**config.mk**
```make
export PLATFORM = sky130hd
export DESIGN_NAME = qspi_arb
export DESIGN_NICKNAME = d
export VERILOG_FILES = /design/src/rtl/qspi_arb.sv
export SDC_FILE = /design/constraint.sdc
export NUM_CORES = 1
export LEC_CHECK = 0
export BUFFER_PORTS_ARGS = -buffer_cell sky130_fd_sc_hd__buf_2
export CAP_MARGIN = 10
export CORE_UTILIZATION = 41
export DETAILED_ROUTE_END_ITERATION = 8
export GPL_TIMING_DRIVEN = 1
export PLACE_DENSITY = 0.72
export REMOVE_ABC_BUFFERS = 1
export SLEW_MARGIN = 20
export SYNTH_ARGS = -nofsm -noshare
export SYNTH_HDL_FRONTEND = slang
export SYNTH_SLANG_ARGS = --single-unit
```
**constraint.sdc**
```tcl
create_clock -name clk -period 1.44 [get_ports clk]
set_input_delay 0.144 -clock clk [delete_from_list [all_inputs] [get_ports clk]]
set_output_delay 0.144 -clock clk [all_outputs]
set_load 0.02 [all_outputs]
```
**src/rtl/qspi_arb.sv**
```systemverilog
// Arbiter/sequencer sharing the single QSPI line-transfer engine between
// icache fills, dcache fills and dcache write-backs.
module qspi_arb #(
    parameter int unsigned PA          = 24,
    parameter int unsigned LINE_LENGTH = 4,
    parameter int unsigned DSTREAK     = 2
) (
    input  logic                                  clk,
    input  logic                                  reset,
    input  logic                                  rom_enable,
    input  logic                                  i_req,
    input  logic [PA-$clog2(LINE_LENGTH)-1:0]     i_tag,
    input  logic                                  d_req,
    input  logic                                  d_write,
    input  logic [PA-$clog2(LINE_LENGTH)-1:0]     d_tag,
    input  logic                                  q_done,
    output logic                                  q_req,
    output logic                                  q_i_d,
    output logic                                  q_write,
    output logic                                  q_mem,
    output logic [PA-$clog2(LINE_LENGTH)-1:0]     q_paddr,
    output logic                                  i_done,
    output logic                                  d_done,
    output logic                                  busy
);

    localparam int unsigned TW = PA - $clog2(LINE_LENGTH);
    localparam int unsigned SW = 3;

    typedef enum logic [1:0] {
        S_IDLE = 2'd0,
        S_BUSY = 2'd1,
        S_GAP  = 2'd2
    } state_t;

    state_t        state_q;
    logic [SW-1:0] streak_q;
    logic          q_req_q;
    logic          q_i_d_q;
    logic          q_write_q;
    logic          q_mem_q;
    logic [TW-1:0] q_paddr_q;

    logic          any_req_c;
    logic          i_win_c;
    logic          streak_full_c;

    // Dcache wins by default; icache wins when alone or when the dcache streak is exhausted.
    always_comb begin
        any_req_c     = i_req | d_req;
        streak_full_c = (streak_q == SW'(DSTREAK));
        i_win_c       = i_req & (~d_req | streak_full_c);
    end

    always_ff @(posedge clk) begin
        if (reset) begin
            state_q   <= S_IDLE;
            streak_q  <= '0;
            q_req_q   <= 1'b0;
            q_i_d_q   <= 1'b0;
            q_write_q <= 1'b0;
            q_mem_q   <= 1'b0;
            q_paddr_q <= '0;
        end else begin
            case (state_q)
                S_IDLE: begin
                    if (any_req_c) begin
                        state_q   <= S_BUSY;
                        q_req_q   <= 1'b1;
                        q_i_d_q   <= i_win_c;
                        q_write_q <= ~i_win_c & d_write;
                        q_mem_q   <= rom_enable & (i_win_c | ~d_write);
                        q_paddr_q <= i_win_c ? i_tag : d_tag;
                        // Streak only grows while the icache is actually being held off.
                        if (i_win_c || !i_req) begin
                            streak_q <= '0;
                        end else if (!streak_full_c) begin
                            streak_q <= streak_q + SW'(1);
                        end
                    end
                end
                S_BUSY: begin
                    if (q_done) begin
                        state_q <= S_GAP;
                        q_req_q <= 1'b0;
                    end
                end
                S_GAP: begin
                    state_q <= S_IDLE;
                end
                default: begin
                    state_q <= S_IDLE;
                    q_req_q <= 1'b0;
                end
            endcase
        end
    end

    // Done pulses follow q_done combinationally, but only for an outstanding transfer.
    always_comb begin
        i_done = (state_q == S_BUSY) & q_done & q_i_d_q;
        d_done = (state_q == S_BUSY) & q_done & ~q_i_d_q;
        busy   = (state_q != S_IDLE);
    end

    assign q_req   = q_req_q;
    assign q_i_d   = q_i_d_q;
    assign q_write = q_write_q;
    assign q_mem   = q_mem_q;
    assign q_paddr = q_paddr_q;

endmodule

```
==> results of run 1 <==
## power by group
| part | switching (mW) | internal, mW |
|---|---|---|
| logic | 0.517 | 0.318 |
| registers | 0.0499 | 0.945 |
| clock network | 0.313 | 0.322 |
| total | 0.880 | 1.59 |
## metal layers
metal | routed length [microns] | part of all wire [%]
met1 | 2770 | 44
met3 | 573 | 9.1
met4 | 95 | 1.5
met2 | 2890 | 46
met5 | 0 | 0
## path summary, 6_finish.rpt
path	startpoint	to	slack (ns)	depth (start not counted)
max	streak_q[1]$_SDFFE_PP0P_	q_paddr[21]$_SDFFE_PP0P_	-0.06	4
max reg2reg	streak_q[1]$_SDFFE_PP0P_	q_paddr[21]$_SDFFE_PP0P_	-0.06	4
min	q_done	state_q[0]$_SDFFE_PP0P_	0.15	3
min reg2reg	q_req$_SDFFE_PP0P_	q_req$_SDFFE_PP0P_	0.45	2
## Yosys cell counts
master     count  area (sq um)
nor2b_2        1          8.76
o31ai_1        1          7.51
o211ai_1       2          15.0
nand2b_1       3          18.8
ha_1           2          25.0
a2111oi_0     44           385
nor2_1         4          15.0
a21oi_1       29           145
or2_2          1          6.26
and3_1         1          6.26
clkbuf_1      23          86.3
inv_1          5          18.8
a32o_1         1          10.0
dfxtp_1       31           621
nand2_1        3          11.3
buf_2          4          20.0
nor3b_1        1          7.51
nand4_1        1          6.26
nand3b_1       1          7.51
or3b_2         1          8.76
o2111ai_1      1          8.76
inv_2          1          3.75
nor2_4         1          11.3
and3b_1        1          8.76
o21ai_0        5          25.0
nor4_1        22           138
or4_1          2          15.0
## worst max-delay path, cell delays in order, from the launching register on
cell,delay (ns)
dfxtp_1,0.38
ha_4,0.17
nor2b_2,0.34
a2111oi_0,0.17
nor4_1,0.34
## flip-flops by register name (all words and copies together), names as in the netlist
signal and cells:
q_req 1, state_q 2, q_paddr 22, q_mem 1, q_i_d 1, streak_q 3, q_write 1
## what timing repair did
action | in CTS | in global routing
pin swaps | 7 | 40
buffers inserted | 0 | 1
resized for setup | 68 | 39
gates cloned | 3 | 1
setup endpoints to repair | 26 | 26
## layout make-up
class | instances | area [sq um] | area share [%]
Tap cell | 48 | 60.1 | 2.15
Inverter | 6 | 25.0 | 0.897
Timing Repair Buffer | 99 | 614 | 22.0
Multi-Input combinational cell | 130 | 1390 | 49.9
Clock buffer | 6 | 72.6 | 2.60
Sequential cell | 31 | 626 | 22.4
## through the flow
step                area, sq um  hold WS, ns  util (%)
detailed placement         2130        0.447      56.9
finish                     2790        0.150      74.5
global route               2790        0.156      74.5
CTS                        2520        0.150      67.4
global placement           2130        0.448      56.9
floorplan                  1530        0.213         -
## cell families (layout without fill, tap and decap cells)
| kind of cell | count (synthesis) | after routing | synth area share (%) |
|---|---|---|---|
| adder cells (fa/ha/maj) | 2 | 2 | 1.53 |
| AO/OA/AOI/OAI | 83 | 83 | 36.4 |
| flip-flops | 31 | 31 | 37.8 |
| AND/OR/NAND/NOR | 43 | 45 | 16.4 |
| buffers and inverters | 33 | 111 | 7.86 |
==> flow_metrics.tcl, run 1 <==
set metrics [dict create \
    status "finished, violations left" \
    violations "setup timing" \
    final_max_slew_viol_count 0 \
    grt_max_degree 28 \
    antenna_left 0 \
    worstSetupStartpointType "register" \
    final_hold_viol_count 0 \
    cts_buffer_depth 2 \
    skew_ns 0.00285 \
    via_per_inst 6.45 \
    n_fill_cell 278 \
    cts_root_buf "clkbuf_8" \
    clk_pin_slew_ns 0.06 \
    met1_usage_pct 39.3 \
    coreArea_sq_mm 0.00374 \
    max_slew_margin_pct 48.7 \
    hp-class "in2reg" \
    hpwl_microns 3400 \
    dr.pass1.iters 4 \
    grt_pass1_wl_microns 9340 \
    ir_drop_mv 0.694 \
    layout-drive-gt1-share_pct 53.3 \
    drt_iter0_drc 154 \
    place_ws_ns -0.453 \
    grt_use_total_pct 28.5 \
    initial_core_util_pct 43.8 \
    avgRoutedWirePerCell_microns 19.8 \
    num_rows 22 \
    clkLatencyLatePin_ns 0.28 \
    cts_tree "built" \
    fin_setup_tns_ns -0.251 \
    ys_warn_count 0 \
    final_common_cell "buf_2" \
    finalCritPeriodShare_pct 104 \
    setup_viol 8 \
    layout.nets 326 \
    place.gp.congestion 0.783 \
    fin_ws_ns -0.0625 \
    required_ns 1.61 \
    die_h_microns 65.3 \
    max_freq_mhz 666 \
    syn-cell-area_sq_mm 0.00164 \
    powerDensity_mw_per_mm2 884 \
    dieArea_sq_mm 0.00426 \
    final_cell_mix "79 x buf_2, 29 x a21oi_1, 27 x dfxtp_1, 22 x a2111oi_4, 18 x nor4_1" \
    cts_inserted_buffers 5 \
    diodes 0 \
    rsz0062_at_grt "yes" \
    seq_area_frac_synth_pct 37.8 \
    path_max_fanout 6 \
    p_leak_nw 0.998 \
    ys_ff_latch 31 \
    synth_cell_type_count 27 \
    clock_sink_count 31 \
    drc 0 \
    fin_cells 320 \
    grt-ovfl-total 0 \
    antenna_found_initial 0 \
    syn2layout_area_growth_pct 70.0 \
    die_w_microns 65.3 \
    cts_hold_buf 0 \
    dp.cells 309 \
    gr-usage-met2_pct 41.0 \
    synth.avg_cell_area_sq_um 8.54 \
    arrival_ns 1.68 \
    tightest_slew_ns 0.769 \
    power.total_mw 2.46 \
    vias 2065 \
    period_minus_slack_ns 1.50 \
    wl_microns 6320 \
    portBuffers 79 \
    grt_pass1_vias 1953 \
    htree_levels 2 \
    critPathKind "reg2reg" \
    ios 80 \
    cap_viol_max_count 0 \
    worst_setup_path_end_kind "register" \
    grt_use_met3_pct 8.85 \
    netlist_instances 192 \
    top_usage_layer "met2" \
]
No activity file was read; power rests on OpenSTA's default activity.
==> inputs of run 2 (changes only) <==
--- a/config.mk
+++ b/config.mk
@@ -5,12 +5,12 @@
 export SDC_FILE = /design/constraint.sdc
 export NUM_CORES = 1
 export LEC_CHECK = 0
-export BUFFER_PORTS_ARGS = -buffer_cell sky130_fd_sc_hd__buf_2
 export CAP_MARGIN = 10
-export CORE_UTILIZATION = 41
+export CORE_UTILIZATION = 46
 export DETAILED_ROUTE_END_ITERATION = 8
+export DONT_BUFFER_PORTS = 1
 export GPL_TIMING_DRIVEN = 1
-export PLACE_DENSITY = 0.72
+export PLACE_DENSITY = 0.6
 export REMOVE_ABC_BUFFERS = 1
 export SLEW_MARGIN = 20
 export SYNTH_ARGS = -nofsm -noshare
==> flow_metrics.tcl, run 2 (synthesis results as in run 1) <==
set metrics [dict create \
    period_minus_slack_ns 1.52 \
    layout-drive-gt1-share_pct 39.4 \
    ios 80 \
    clock_sink_count 31 \
    clkLatencyLatePin_ns 0.35 \
    power.total_mw 2.32 \
    path_max_fanout 7 \
    largest_reg_flops 22 \
    cts_tree "built" \
    p_sw_mw 0.816 \
    cts_root_buf "clkbuf_4" \
    place.gp.congestion 0.733 \
    required_ns 1.65 \
    hp-class "in2reg" \
    drc 0 \
    crit_buf_inv 3 \
    avgRoutedWirePerCell_microns 25.0 \
    place_ws_ns -0.477 \
    die_h_microns 61.7 \
    cts_buffer_depth 2 \
    clk_pin_slew_ns 0.10 \
    violations "setup timing" \
    hpwl_microns 3020 \
    grt_max_degree 32 \
    reg2reg_setup_slack_ns -0.08 \
    finalCritPeriodShare_pct 105 \
    powerDensity_mw_per_mm2 913 \
    drt_iter0_drc 162 \
    arrival_ns 1.73 \
    worstSetupStartpointType "register" \
    status "finished, violations left" \
    critPathKind "reg2reg" \
    max_freq_mhz 659 \
    grt_pass1_wl_microns 8450 \
    wl_microns 6230 \
    layout.nets 255 \
    r2r-end "q_paddr[16]$_SDFFE_PP0P_" \
    crit_chain "inv_2 -> ha_4 -> buf_6 -> nand2b_4 -> buf_12 -> a2111oi_4 -> nor4_1" \
    dr.pass1.iters 4 \
    slowest_delay_ns 0.35 \
    diodes 0 \
    worst_setup_path_end_kind "register" \
    cts_inserted_buffers 5 \
    setup_viol 21 \
    hold_path_end "q_mem$_SDFFE_PP0P_" \
    rsz0062_at_grt "yes" \
    portBuffers 0 \
    p_seq_share_pct 47.6 \
    dieArea_sq_mm 0.00381 \
    grt-ovfl-total 0 \
    p_leak_nw 0.723 \
    min_from "reset" \
    n_fill_cell 257 \
    final_hold_viol_count 0 \
    coreArea_sq_mm 0.00336 \
    vias 1821 \
    crit_family "flip-flops" \
    swShare_pct 35.2 \
    clockPowerShare_pct 26.4 \
    via_per_inst 7.31 \
    max_slew_margin_pct 55.1 \
    final_max_slew_viol_count 0 \
    grt_pass1_vias 1633 \
    fin_ws_ns -0.0767 \
    crit_slowest_cell "dfxtp_2" \
    cap_viol_max_count 0 \
    num_rows 21 \
    timing.rr.start "streak_q[0]$_SDFFE_PP0P_" \
    p_comb_share_pct 25.9 \
    syn2layout_area_growth_pct 54.7 \
    ff2ff_path_depth 7 \
    grt_use_total_pct 30.3 \
    initial_core_util_pct 48.8 \
    htree_levels 2 \
    final_cell_mix "27 x a21oi_1, 26 x dfxtp_1, 22 x a2111oi_4, 18 x nor4_1, 15 x a2111oi_0" \
    skew_ns 0.0109 \
    final_common_cell "a21oi_1" \
    die_w_microns 61.7 \
    antenna_left 0 \
    p_int_mw 1.50 \
    antenna_found_initial 0 \
    ir_drop_mv 0.684 \
    min_path_cells 2 \
    tightest_slew_ns 0.673 \
]
[run 2: changes by cell type in the layout (fill, tap and decap cells not counted), sizes merged]
cell         previous run  this run
buf                    99        22
dlygate4sd3             0         5
clkinvlp                0         1
clkbuf                  6         8
[run 2: per-layer routing]
layer / vias up / routed length (microns) / GRT usage, %
li1: 814 / - / -
met1: 887 / 2540 / 38.9
met2: 105 / 3050 / 49.5
met3: 15 / 541 / 11.2
met4: 0 / 95 / 5.08
met5: - / 0 / 0
[run 2: how the worst max path moves through the flow]
stage,start,to,depth (start not counted)
floorplan,state_q[0]$_SDFFE_PP0P_,streak_q[0]$_SDFFE_PP0P_,4
global placement,streak_q[0]$_SDFFE_PP0P_,q_paddr[1]$_SDFFE_PP0P_,5
detailed placement,streak_q[0]$_SDFFE_PP0P_,q_paddr[0]$_SDFFE_PP0P_,5
CTS,streak_q[0]$_SDFFE_PP0P_,q_paddr[11]$_SDFFE_PP0P_,7
global route,streak_q[0]$_SDFFE_PP0P_,q_paddr[20]$_SDFFE_PP0P_,7
finish,streak_q[0]$_SDFFE_PP0P_,q_paddr[16]$_SDFFE_PP0P_,7
[run 2: final cells by class]
class | count | area (sq um) | share of cell area [%]
timing repair buffer | 28 | 330 | 13.0
inverter | 6 | 25.0 | 0.986
clock buffer | 7 | 65.1 | 2.56
tap | 46 | 57.6 | 2.27
multi-input combinational | 130 | 1420 | 56.0
clock inverter | 1 | 7.51 | 0.296
sequential | 31 | 632 | 24.9
[run 2: power groups by stage]
stage / clock network, mW / logic, mW / registers [mW]
after detailed placement: 0 / 0.326 / 1.12
after global placement: 0 / 0.312 / 1.12
final: 0.613 / 0.601 / 1.10
after CTS: 0.622 / 0.435 / 1.10
after global routing: 0.652 / 0.637 / 1.11
after floorplan: 0 / 0.224 / 1.10
[run 2: timing repair]
item / in CTS / in global routing
gates cloned: 2 / 2
setup endpoints to repair: 26 / 27
buffers inserted: 0 / 8
pin swaps: 2 / 12
hold buffers: 1 / 5
endpoints found under the hold margin: 30 / 29
gates resized for setup: 78 / 35
[run 2: stage by stage]
step / instances / hold slack (ns) / TNS (ns) / area (sq um) / util [%]
after floorplan: 165 / 0.213 / -5.88 / 1530 / -
after global placement: 223 / 0.216 / -7.40 / 1690 / 50.4
after detailed placement: 223 / 0.218 / -9.80 / 1690 / 50.4
after CTS: 234 / -0.168 / -0.155 / 2180 / 64.7
after global routing: 249 / 0.00298 / -1.81 / 2540 / 75.4
final: 249 / 0.0152 / -0.687 / 2540 / 75.4
[run 2: worst reg2reg max path, delay by kind of cell, from the launching register on]
kind	cells	cell delay [ns]
AOI/OAI and AO/OA	1	0.35
buffers and inverters	3	0.35
adders and majority gates	1	0.15
DFF	1	0.35
and+or+nand+nor	2	0.19
==> inputs of run 3 (changes only) <==
--- a/config.mk
+++ b/config.mk
@@ -6,11 +6,13 @@
 export NUM_CORES = 1
 export LEC_CHECK = 0
 export CAP_MARGIN = 10
-export CORE_UTILIZATION = 46
+export CELL_PAD_IN_SITES_DETAIL_PLACEMENT = 1
+export CELL_PAD_IN_SITES_GLOBAL_PLACEMENT = 2
+export CORE_UTILIZATION = 30
 export DETAILED_ROUTE_END_ITERATION = 8
 export DONT_BUFFER_PORTS = 1
 export GPL_TIMING_DRIVEN = 1
-export PLACE_DENSITY = 0.6
+export PLACE_DENSITY = 0.7
 export REMOVE_ABC_BUFFERS = 1
 export SLEW_MARGIN = 20
 export SYNTH_ARGS = -nofsm -noshare
==> flow_metrics.tcl, run 3 (synthesis results as in run 1) <==
set metrics [dict create \
    grt_use_total_pct 22.1 \
    initial_core_util_pct 31.7 \
    place.gp.congestion 0.672 \
    cts_root_buf "clkbuf_8" \
    cts_inserted_buffers 5 \
    ir_drop_mv 0.440 \
    setup_viol 11 \
    grt-ovfl-total 0 \
    dieArea_sq_mm 0.00577 \
    min_from "d_req" \
    p_comb_share_pct 22.9 \
    clockPowerShare_pct 29.2 \
    final_cell_mix "28 x a21oi_1, 28 x dfxtp_1, 22 x a2111oi_4, 18 x nor4_1, 13 x a2111oi_0" \
    p_leak_nw 0.666 \
    hp-class "in2reg" \
    ff_latch_area_sq_um 624 \
    path_max_fanout 6 \
    avgRoutedWirePerCell_microns 25.6 \
    top_usage_layer "met2" \
    ios 80 \
    p_int_mw 1.50 \
    met1_usage_pct 26.6 \
    final_core_util_pct 47.4 \
    die_h_microns 75.9 \
    arrival_ns 1.70 \
    fin_cells 262 \
    multiInputGateArea_sq_mm 0.00142 \
    status "finished, violations left" \
    coreArea_sq_mm 0.00517 \
    max_freq_mhz 658 \
    n_fill_cell 541 \
    reg2reg_setup_slack_ns -0.08 \
    r2r-end "q_mem$_SDFFE_PP0P_" \
    dr.pass1.iters 4 \
    swShare_pct 35.0 \
    worstSetupStartpointType "register" \
    via_per_inst 6.75 \
    fin_ws_ns -0.0800 \
    grt_pass1_vias 1886 \
    dp.cells 246 \
    critPathKind "reg2reg" \
    clock_sink_count 31 \
    portBuffers 0 \
    period_minus_slack_ns 1.52 \
    grt_pass1_wl_microns 10100 \
    clk_pin_slew_ns 0.07 \
    grt_use_met3_pct 6.27 \
    worst_setup_path_end_kind "register" \
    layout-drive-gt1-share_pct 34.4 \
    p_seq_share_pct 48.0 \
    p_sw_mw 0.809 \
    antenna_left 0 \
    required_ns 1.62 \
    critPathLaunch "streak_q[0]$_SDFFE_PP0P_" \
    timing.rr.start "streak_q[0]$_SDFFE_PP0P_" \
    antenna_found_initial 0 \
    ff2ff_path_depth 8 \
    powerDensity_mw_per_mm2 940 \
    wl_microns 6700 \
    rsz0062_at_grt "yes" \
    diodes 0 \
    skew_ns 0.00587 \
    vias 1768 \
    drt_iter0_drc 96 \
    syn2layout_area_growth_pct 49.6 \
    cts_tree "built" \
    final_hold_viol_count 0 \
    final_max_slew_viol_count 0 \
    violations "setup timing" \
    drc 0 \
    fin_setup_tns_ns -0.398 \
    grt_max_degree 38 \
    finalCritPeriodShare_pct 106 \
    die_w_microns 75.9 \
    htree_levels 2 \
    clkLatencyLatePin_ns 0.28 \
    min_path_cells 2 \
    cap_viol_max_count 0 \
    num_rows 26 \
    max_slew_margin_pct 44.7 \
    layout.nets 244 \
    largest_reg_flops 22 \
    whs_ns 0.0268 \
    tightest_slew_ns 0.829 \
    cts_buffer_depth 2 \
    hold_path_end "streak_q[2]$_SDFFE_PP0P_" \
    gr-usage-met2_pct 36.0 \
    hpwl_microns 3690 \
]
-- run 3: cell types whose count changed in the layout (fill, tap and decap cells not counted), sizes merged --
cell / previous run / this run
buf: 22 / 15
clkinvlp: 1 / 0
nor2b: 3 / 4
clkinv: 0 / 1
dlygate4sd3: 5 / 0
-- run 3: power by group through the flow --
stage	combinational [mW]	sequential, mW	clock, mW
finish	0.528	1.11	0.673
detailed placement	0.335	1.12	0
floorplan	0.224	1.10	0
global route	0.563	1.11	0.720
CTS	0.462	1.11	0.689
global placement	0.314	1.12	0
-- run 3: layout make-up --
cell class	count	area share, %
well taps	70	3.57
inverters	6	0.918
clock inverters	1	0.204
repair buffers	16	8.92
multi-input cells	131	57.8
clock buffers	7	3.11
flip-flops and latches	31	25.4
-- run 3: worst max-delay path by stage --
stage | end | slack (ns) | cells after the start
floorplan | streak_q[0]$_SDFFE_PP0P_ | -0.35 | 4
global placement | q_paddr[8]$_SDFFE_PP0P_ | -0.42 | 5
detailed placement | q_paddr[0]$_SDFFE_PP0P_ | -0.59 | 5
CTS | q_paddr[14]$_SDFFE_PP0P_ | -0.05 | 7
global route | q_mem$_SDFFE_PP0P_ | -0.13 | 8
finish | q_mem$_SDFFE_PP0P_ | -0.08 | 8
-- run 3: routing by layer --
| layer | up-vias | wire, microns | share of wire, % |
|---|---|---|---|
| met3 | 14 | 470 | 7.0 |
| met4 | 0 | 151 | 2.3 |
| met5 | - | 0 | 0 |
| met2 | 77 | 3360 | 50 |
| met1 | 884 | 2720 | 41 |
| li1 | 793 | - | - |
-- run 3: worst max-delay path, stage by stage, from the launching register on --
cell	delay, ns
dfxtp_2	0.34
inv_2	0.04
ha_4	0.17
buf_6	0.12
nand2b_4	0.14
clkbuf_16	0.20
buf_6	0.10
o211ai_1	0.08
a32o_1	0.23
-- run 3: metrics by stage --
stage | worst slack, ns | total power, mW | cell area, sq um
final | -0.0800 | 2.31 | 2450
after global routing | -0.127 | 2.40 | 2450
after CTS | -0.0496 | 2.26 | 2230
after detailed placement | -0.592 | 1.46 | 1730
after global placement | -0.424 | 1.44 | 1730
after floorplan | -0.349 | 1.33 | 1530
-- run 3: repair_timing --
| item | CTS | global route |
|---|---|---|
| pin swaps | 3 | 38 |
| buffers inserted | 0 | 2 |
| setup endpoints to repair | 26 | 26 |
| hold endpoints to repair | 30 | 0 |
| gates resized for setup | 76 | 24 |
| gates cloned | 3 | 2 |
| hold buffers | 1 | 0 |
